`src/rtl/ifft2_stream_if.sv`:
```
// ifft2_stream_if
// Stream bundle for the ifft2_stream inverse butterfly.
//   in_valid / in_ready / X0 / X1  : input pair handshake, packed Q8.8 complex
//                                    {re[31:16], im[15:0]}
//   out_valid / out_ready / x0 / x1: output pair handshake, packed Q16.16 complex
//                                    {re[63:32], im[31:0]}
//   out_last / frame_cnt           : framing side-band qualifying the output pair
// The slave modport is the butterfly's view; the master modport is the view of
// whoever feeds the spectrum in and drains the time samples out.
interface ifft2_stream_if #(
  parameter int CNT_W = 4
);
  logic             in_valid;
  logic             in_ready;
  logic [31:0]      X0;
  logic [31:0]      X1;
  logic             out_valid;
  logic             out_ready;
  logic [63:0]      x0;
  logic [63:0]      x1;
  logic             out_last;
  logic [CNT_W-1:0] frame_cnt;

  modport master (
    output in_valid, X0, X1, out_ready,
    input  in_ready, out_valid, x0, x1, out_last, frame_cnt
  );

  modport slave (
    input  in_valid, X0, X1, out_ready,
    output in_ready, out_valid, x0, x1, out_last, frame_cnt
  );
endinterface

```
`src/rtl/ifft2_stream.sv`:
```
// ifft2_stream
// Two-point inverse butterfly on a valid/ready stream.
//   x0 = (X0 + X1) / 2 , x1 = (X0 - X1) / 2
// Inputs are packed Q8.8 complex values, outputs packed Q16.16 complex values.
// Two register stages: s1 holds the 17-bit sums/differences, s2 holds the
// widened results and is the output register. Each stage only advances when
// the stage after it can take its contents, so at most two pairs are held
// under backpressure and nothing is dropped or repeated.
// Ports:
//   clk  : rising-edge clock
//   rst  : asynchronous active-high reset, discards everything in flight
//   bus  : ifft2_stream_if slave modport (handshakes, data, framing)
// Parameters:
//   FRAME_LEN : output pairs per frame (1 .. 2**CNT_W)
//   CNT_W     : width of frame_cnt
module ifft2_stream #(
  parameter int FRAME_LEN = 16,
  parameter int CNT_W     = 4
) (
  input logic           clk,
  input logic           rst,
  ifft2_stream_if.slave bus
);

  localparam logic [CNT_W-1:0] LAST_IDX = CNT_W'(FRAME_LEN - 1);

  logic               s1_valid;
  logic signed [16:0] sr;
  logic signed [16:0] si;
  logic signed [16:0] dr;
  logic signed [16:0] di;

  logic               s2_valid;
  logic [63:0]        s2_x0;
  logic [63:0]        s2_x1;

  logic [CNT_W-1:0]   cnt;

  logic               s2_adv;
  logic               s1_adv;
  logic               accept;
  logic               consume;
  logic               at_last;

  // Sign-extend a Q8.8 field by one bit so the add/subtract cannot overflow.
  function automatic logic signed [16:0] sext17(input logic [15:0] v);
    return {v[15], v};
  endfunction

  // Q8.8 -> Q16.16 is << 8, halving is >> 1, so a 17-bit sum becomes
  // sign_extend_32(v) << 7. All 17 bits survive, so the result is exact.
  function automatic logic [31:0] widen(input logic signed [16:0] v);
    return {{8{v[16]}}, v, 7'b0};
  endfunction

  // Advance rules: a stage may move when the stage downstream is empty or
  // emptying this cycle. in_ready only looks at pipeline state and out_ready,
  // never at in_valid.
  always_comb begin
    s2_adv  = !s2_valid || bus.out_ready;
    s1_adv  = !s1_valid || s2_adv;
    accept  = bus.in_valid && s1_adv;
    consume = s2_valid && bus.out_ready;
    at_last = (cnt == LAST_IDX);
  end

  // Stage 1: register the raw sums and differences of the incoming pair.
  // When s1 moves on without a new pair behind it, it simply goes empty.
  always_ff @(posedge clk or posedge rst) begin
    if (rst) begin
      s1_valid <= 1'b0;
      sr       <= '0;
      si       <= '0;
      dr       <= '0;
      di       <= '0;
    end else if (s1_adv) begin
      s1_valid <= accept;
      if (accept) begin
        sr <= sext17(bus.X0[31:16]) + sext17(bus.X1[31:16]);
        si <= sext17(bus.X0[15:0])  + sext17(bus.X1[15:0]);
        dr <= sext17(bus.X0[31:16]) - sext17(bus.X1[31:16]);
        di <= sext17(bus.X0[15:0])  - sext17(bus.X1[15:0]);
      end
    end
  end

  // Stage 2: output register. Data only changes when s2 advances with s1
  // full, so x0/x1 stay frozen while the consumer stalls.
  always_ff @(posedge clk or posedge rst) begin
    if (rst) begin
      s2_valid <= 1'b0;
      s2_x0    <= '0;
      s2_x1    <= '0;
    end else if (s2_adv) begin
      s2_valid <= s1_valid;
      if (s1_valid) begin
        s2_x0 <= {widen(sr), widen(si)};
        s2_x1 <= {widen(dr), widen(di)};
      end
    end
  end

  // Frame counter: counts consumed output pairs and wraps after the pair
  // flagged out_last is taken.
  always_ff @(posedge clk or posedge rst) begin
    if (rst) begin
      cnt <= '0;
    end else if (consume) begin
      if (at_last) begin
        cnt <= '0;
      end else begin
        cnt <= cnt + CNT_W'(1);
      end
    end
  end

  assign bus.in_ready  = s1_adv;
  assign bus.out_valid = s2_valid;
  assign bus.x0        = s2_x0;
  assign bus.x1        = s2_x1;
  assign bus.out_last  = s2_valid && at_last;
  assign bus.frame_cnt = cnt;

endmodule

```
`src/flat_wrapper.sv`:
```
// flat-port wrapper written by rule: the top's interface ports become plain ports
module ifft2_stream_flat 
#(
  parameter int FRAME_LEN = 16,
  parameter int CNT_W     = 4
)
  (clk, rst, bus_in_valid, bus_X0, bus_X1, bus_out_ready, bus_in_ready, bus_out_valid, bus_x0, bus_x1, bus_out_last, bus_frame_cnt);
  ifft2_stream_if #(.CNT_W(CNT_W)) bus_i ();
  input logic clk;
  input logic rst;
  input wire logic [$bits(bus_i.in_valid)-1:0] bus_in_valid;
  input wire logic [$bits(bus_i.X0)-1:0] bus_X0;
  input wire logic [$bits(bus_i.X1)-1:0] bus_X1;
  input wire logic [$bits(bus_i.out_ready)-1:0] bus_out_ready;
  output wire logic [$bits(bus_i.in_ready)-1:0] bus_in_ready;
  output wire logic [$bits(bus_i.out_valid)-1:0] bus_out_valid;
  output wire logic [$bits(bus_i.x0)-1:0] bus_x0;
  output wire logic [$bits(bus_i.x1)-1:0] bus_x1;
  output wire logic [$bits(bus_i.out_last)-1:0] bus_out_last;
  output wire logic [$bits(bus_i.frame_cnt)-1:0] bus_frame_cnt;
  assign bus_i.in_valid = bus_in_valid;
  assign bus_i.X0 = bus_X0;
  assign bus_i.X1 = bus_X1;
  assign bus_i.out_ready = bus_out_ready;
  assign bus_in_ready = bus_i.in_ready;
  assign bus_out_valid = bus_i.out_valid;
  assign bus_x0 = bus_i.x0;
  assign bus_x1 = bus_i.x1;
  assign bus_out_last = bus_i.out_last;
  assign bus_frame_cnt = bus_i.frame_cnt;
  ifft2_stream #(.FRAME_LEN(FRAME_LEN), .CNT_W(CNT_W)) u_core (.clk(clk), .rst(rst), .bus(bus_i));
endmodule
```
`config.mk`:
```
export PLATFORM = sky130hd
export DESIGN_NAME = ifft2_stream_flat
export DESIGN_NICKNAME = d
export VERILOG_FILES = /design/src/rtl/ifft2_stream_if.sv /design/src/rtl/ifft2_stream.sv /design/src/flat_wrapper.sv
export SDC_FILE = /design/constraint.sdc
export NUM_CORES = 1
export LEC_CHECK = 0
export BUFFER_PORTS_ARGS = -buffer_cell sky130_fd_sc_hd__buf_2
export CORE_UTILIZATION = 50
export CTS_CLUSTER_SIZE = 25
export DETAILED_ROUTE_END_ITERATION = 10
export GPL_ROUTABILITY_DRIVEN = 0
export GPL_TIMING_DRIVEN = 0
export HOLD_SLACK_MARGIN = 0.06
export PLACE_DENSITY = 0.82
export SLEW_MARGIN = 20
export SYNTH_ARGS = -nofsm -noshare
export SYNTH_HDL_FRONTEND = slang
export SYNTH_SLANG_ARGS = --single-unit
```
`constraint.sdc`:
```
create_clock -name clk -period 4.46 [get_ports clk]
set_input_delay 0.669 -clock clk [delete_from_list [all_inputs] [get_ports clk]]
set_output_delay 0.669 -clock clk [all_outputs]
set_load 0.005 [all_outputs]
```
* Yosys cells after proc, flatten, opt, wreduce, memory -nomap -nowiden
Cells that the tools add are included.
** Word-level totals
- Register bits :: 158
- Bits of input ports :: 68
- Output and inout bits :: 135
- Word-level logic and storage cells :: 25
** Operators by class
- Add/subtract/negate cells :: 5
- Eq/ne operators :: 1
- Muxes and demuxes :: 1
- Reduce and logical (&&, ||, !) cells :: 9
** Operators by type and width (number)
- 16-bit by 16-bit adder with 17-bit output :: 2
- 16-bit by 16-bit subtractor with 17-bit output :: 2
- 4-bit by 1-bit adder with 4-bit output, second input constant :: 1
- 4-bit equality test, second input constant :: 1
- 4-bit two-way mux :: 1
- 2-bit AND reduction :: 2
- 1-bit logical AND :: 3
- 1-bit zero test :: 2
- 1-bit logical OR :: 2

* Longest topological paths before layout
- Word-level depth :: 5
- Depth in mapped cells :: 9
- Mapped depth without buffers :: 9

* Least setup slack after synthesis
Ideal clock, no wire load.
- Kind :: input port to flip-flop
- Start point :: input port bus_X1[0]
- End point :: register u_core.si[14]
- Library setup time :: 127 ps
- Data arrival time :: 2381 ps
- Setup slack :: 1952 ps
- Cell stages on the path :: 8
- Path buffers :: 0
- Cell sequence :: ha_1 -> fa_1 -> nor2b_1 -> o311ai_1 -> a21oi_1 -> a211oi_2 -> a2bb2oi_1 -> nand3_1
** On the way
- Word-level cells in the longest chain between the ends :: 1
** RTL lines
- from (decl) :: RTL line flat_wrapper.sv:13 : input wire logic [$bits(bus_i.X1)-1:0] bus_X1;
- 16-bit by 16-bit adder with 17-bit output :: RTL line ifft2_stream.sv:80 : si <= sext17(bus.X0[15:0]) + sext17(bus.X1[15:0]);
- to (signal assigned) :: RTL line ifft2_stream.sv:80
- to (decl) :: RTL line ifft2_stream.sv:29 : logic signed [16:0] si;
No other way between the ends.
A chain may end at the register's enable or synchronous reset.

* Worst setup path after layout
Ends and elaborated chain as after synthesis.

==> flow_summary.toml <==
[power_and_ir_drop]
power.total_mw = 4.75
ir_drop_uv = 300
leakage_nw = 5.42
powerDensity_mw_per_mm2 = 438

[route]
drt-initial-drc-count = 550
via_per_inst = 5.51
first_pass_iters = 6
drc_errors = 0
wl_per_cell_um = 16.2
vias = 7771
wl_um = 22900
ant_nets = 0

[clock_network]
clk_latency_ps = 430
ctsRootBufferMaster = "clkbuf_16"
cts_tree = "built"
cts_setup_buffers = 0
h-tree-depth = 4
cts_resized = 0
cts.sinks = 138
clk_pin_slew_ps = 60
ctsHoldBuffers = 0
clockBufferDepth = 2
numCtsBuffers = 17

[global_route]
grtUsageTotal_pct = 25.7
grt_max_degree = 108
antenna_found_initial = 1
overflow = 0
grt_pass1_vias = 7401
grt_pass1_wl_um = 36400

[logic_synthesis]
synthMuxAreaShare_pct = 8.88
ys.flop_type = "dfrtp_1"
synthAdderAreaFrac_pct = 9.97
async_flop_share_pct = 100
synth_top_area_share_pct = 38.6
synthCells = 950
yosysMostFrequentCell = "dfrtp_1"
synth_compound_area_share_pct = 15.8
yosys-top-cells-count = "138 x dfrtp_1, 88 x nand2_1, 72 x o21ai_0, 68 x mux2_2, 65 x ha_1"
yosysTopAreaCell = "dfrtp_1"
yosys_warnings = 0
synthXorXnorAreaFrac_pct = 4.01
yosys_register_bits = 138
synth_edf_count = 0
avgSynthCellArea_um2 = 9.43
ys_top_cells_by_area = "dfrtp_1 39%, ha_1 9.1%, mux2_2 8.5%"
synth_simple_gate_area_share_pct = 12.4
synth_area_mm2 = 0.00896
synth_sequential_area_ratio_pct = 38.6
netlist-cell-type-count = 67
synth_top_family_by_area = "compound AO/OA/AOI/OAI gates"

[layout]
layout-drive-gt1-share_pct = 31.7
final_util_pct = 62.3
fin_area_mm2 = 0.0108
finalNetCount = 1308
area_growth_pct = 21.1
multi_input_area_mm2 = 0.00469
stdcell_count = 1410
ff_latch_area_mm2 = 0.00345
fillerInstances = 1464

[timing]
drv_slew = 0
clock_skew_ps = 7.72
max_freq_ghz = 0.370
slew_headroom_pct = 47.9
min_period_ps = 2700
final-setup-viol-count = 0
tightest_slew_ps = 773
finalHoldViolations = 0
rsz0062_at_grt = "no"
period_share_pct = 60.5
setup_ws_ps = 1760

[critical_path]
startpoint_type = "primary input"
crit_arrival_ps = 3000
worstPathRequired_ps = 4760
criticalPathCategory = "primary input to register"
cp-end-kind = "register"
crit_path_max_fanout = 4

[placement]
place_area_mm2 = 0.0102
dpl.hpwl_um = 17100
portBuffers = 174
dp.cells = 1377
place_ws_ps = 1460

[floorplan]
die_area_mm2 = 0.0185
fp.dieW_um = 136
io_pins = 203
die_h_um = 136
rows = 48
core-area_mm2 = 0.0174
start_util_pct = 51.4

[hold_path]
hold_path.class = "primary input to asynchronous set/reset pin"

[run]
cap_violations = 0

[status]
outcome = "complete, no violations"
## final timing paths
| kind | from | cells past startpoint | end | slack [ps] |
|---|---|---|---|---|
| setup / recovery | bus_X1[0] | 9 | u_core.si[14] | 1760 |
| hold / removal | rst | 2 | u_core.bus.x1[42] | 190 |
| setup reg to reg | u_core.bus.out_valid | 6 | u_core.si[6] | 2030 |
| hold reg to reg | u_core.sr[3] | 2 | u_core.sr[3] | 470 |
| max in group asynchronous | rst | 3 | u_core.si[12] | 3490 |
| min in group clk | u_core.sr[3] | 2 | u_core.sr[3] | 470 |
## layer usage
metal  part of all wire (%)  track usage (%)  routed length [um]
met1                     43             33.7                9810
met2                     47             41.4               10700
met3                    7.3             4.92                1680
met4                    3.0             10.5                 694
met5                      0                0                   0
## sequential cells by signal, summed over array words and instances (netlist names)
| register | flops |
|---|---|
| u_core.di | 17 |
| u_core.bus.x0 | 34 |
| u_core.s1_valid | 1 |
| u_core.bus.out_valid | 1 |
| u_core.bus.frame_cnt | 4 |
| u_core.sr | 17 |
| u_core.si | 16 |
| u_core.dr | 16 |
| u_core.bus.x1 | 32 |
## kinds of logic (layout without fill, tap and decap cells)
| family | after synthesis | in the layout |
|---|---|---|
| AO/OA/AOI/OAI | 220 | 220 |
| XOR/XNOR | 41 | 41 |
| adder cells (fa/ha/maj) | 69 | 69 |
| buffers and inverters | 173 | 380 |
| flip-flops | 138 | 138 |
| multiplexers | 71 | 71 |
| other | 1 | 29 |
| AND/OR/NAND/NOR | 237 | 237 |
## area by class of cell
cell class | instances | area share [%]
Buffer | 112 | 6.37
Inverter | 61 | 2.18
Clock buffer | 23 | 4.50
Timing Repair Buffer | 175 | 8.28
Antenna cell | 1 | 0.0231
Multi-Input combinational cell | 666 | 43.2
Tap cell | 225 | 2.60
Clock inverter | 9 | 1.03
Sequential cell | 138 | 31.8
## placed cells by master, fill, tap and decap left out, drive strengths merged, types with 4 or more instances in the layout
master,count
buf,263
dfrtp,138
nand2,88
o21ai,76
mux2,68
ha,65
inv,63
nor2,55
a21oi,52
clkbuf,47
xnor2,30
conb,28
nand3,17
nor2b,15
nand2b,14
nor3,12
a211oi,12
xor2,11
o21a,10
o31ai,10
a31oi,10
a21o,8
nand4,7
o21bai,6
or2,5
and3,5
nor4,5
a211o,4
or3,4
fa,4
## worst max-delay path, stage by stage
cell and delay [ps]:
buf_2 110, ha_1 220, fa_1 410, nor2b_1 180
o311ai_1 440, a21oi_1 290, a211oi_2 390, a2bb2oi_1 210
nand3_1 90
## through the flow
step	hold WS, ps	TNS [ps]
2_1_floorplan	435	0
3_3_place_gp	457	-196180
3_5_place_dp	465	0
4_1_cts	197	0
5_1_grt	206	0
6_report	191	0
## where the power goes
| group | internal (mW) | switching (mW) |
|---|---|---|
| Clock | 0.885 | 0.557 |
| Sequential | 1.60 | 0.228 |
| Combinational | 0.775 | 0.705 |
Power figures use the tool's default switching activity.
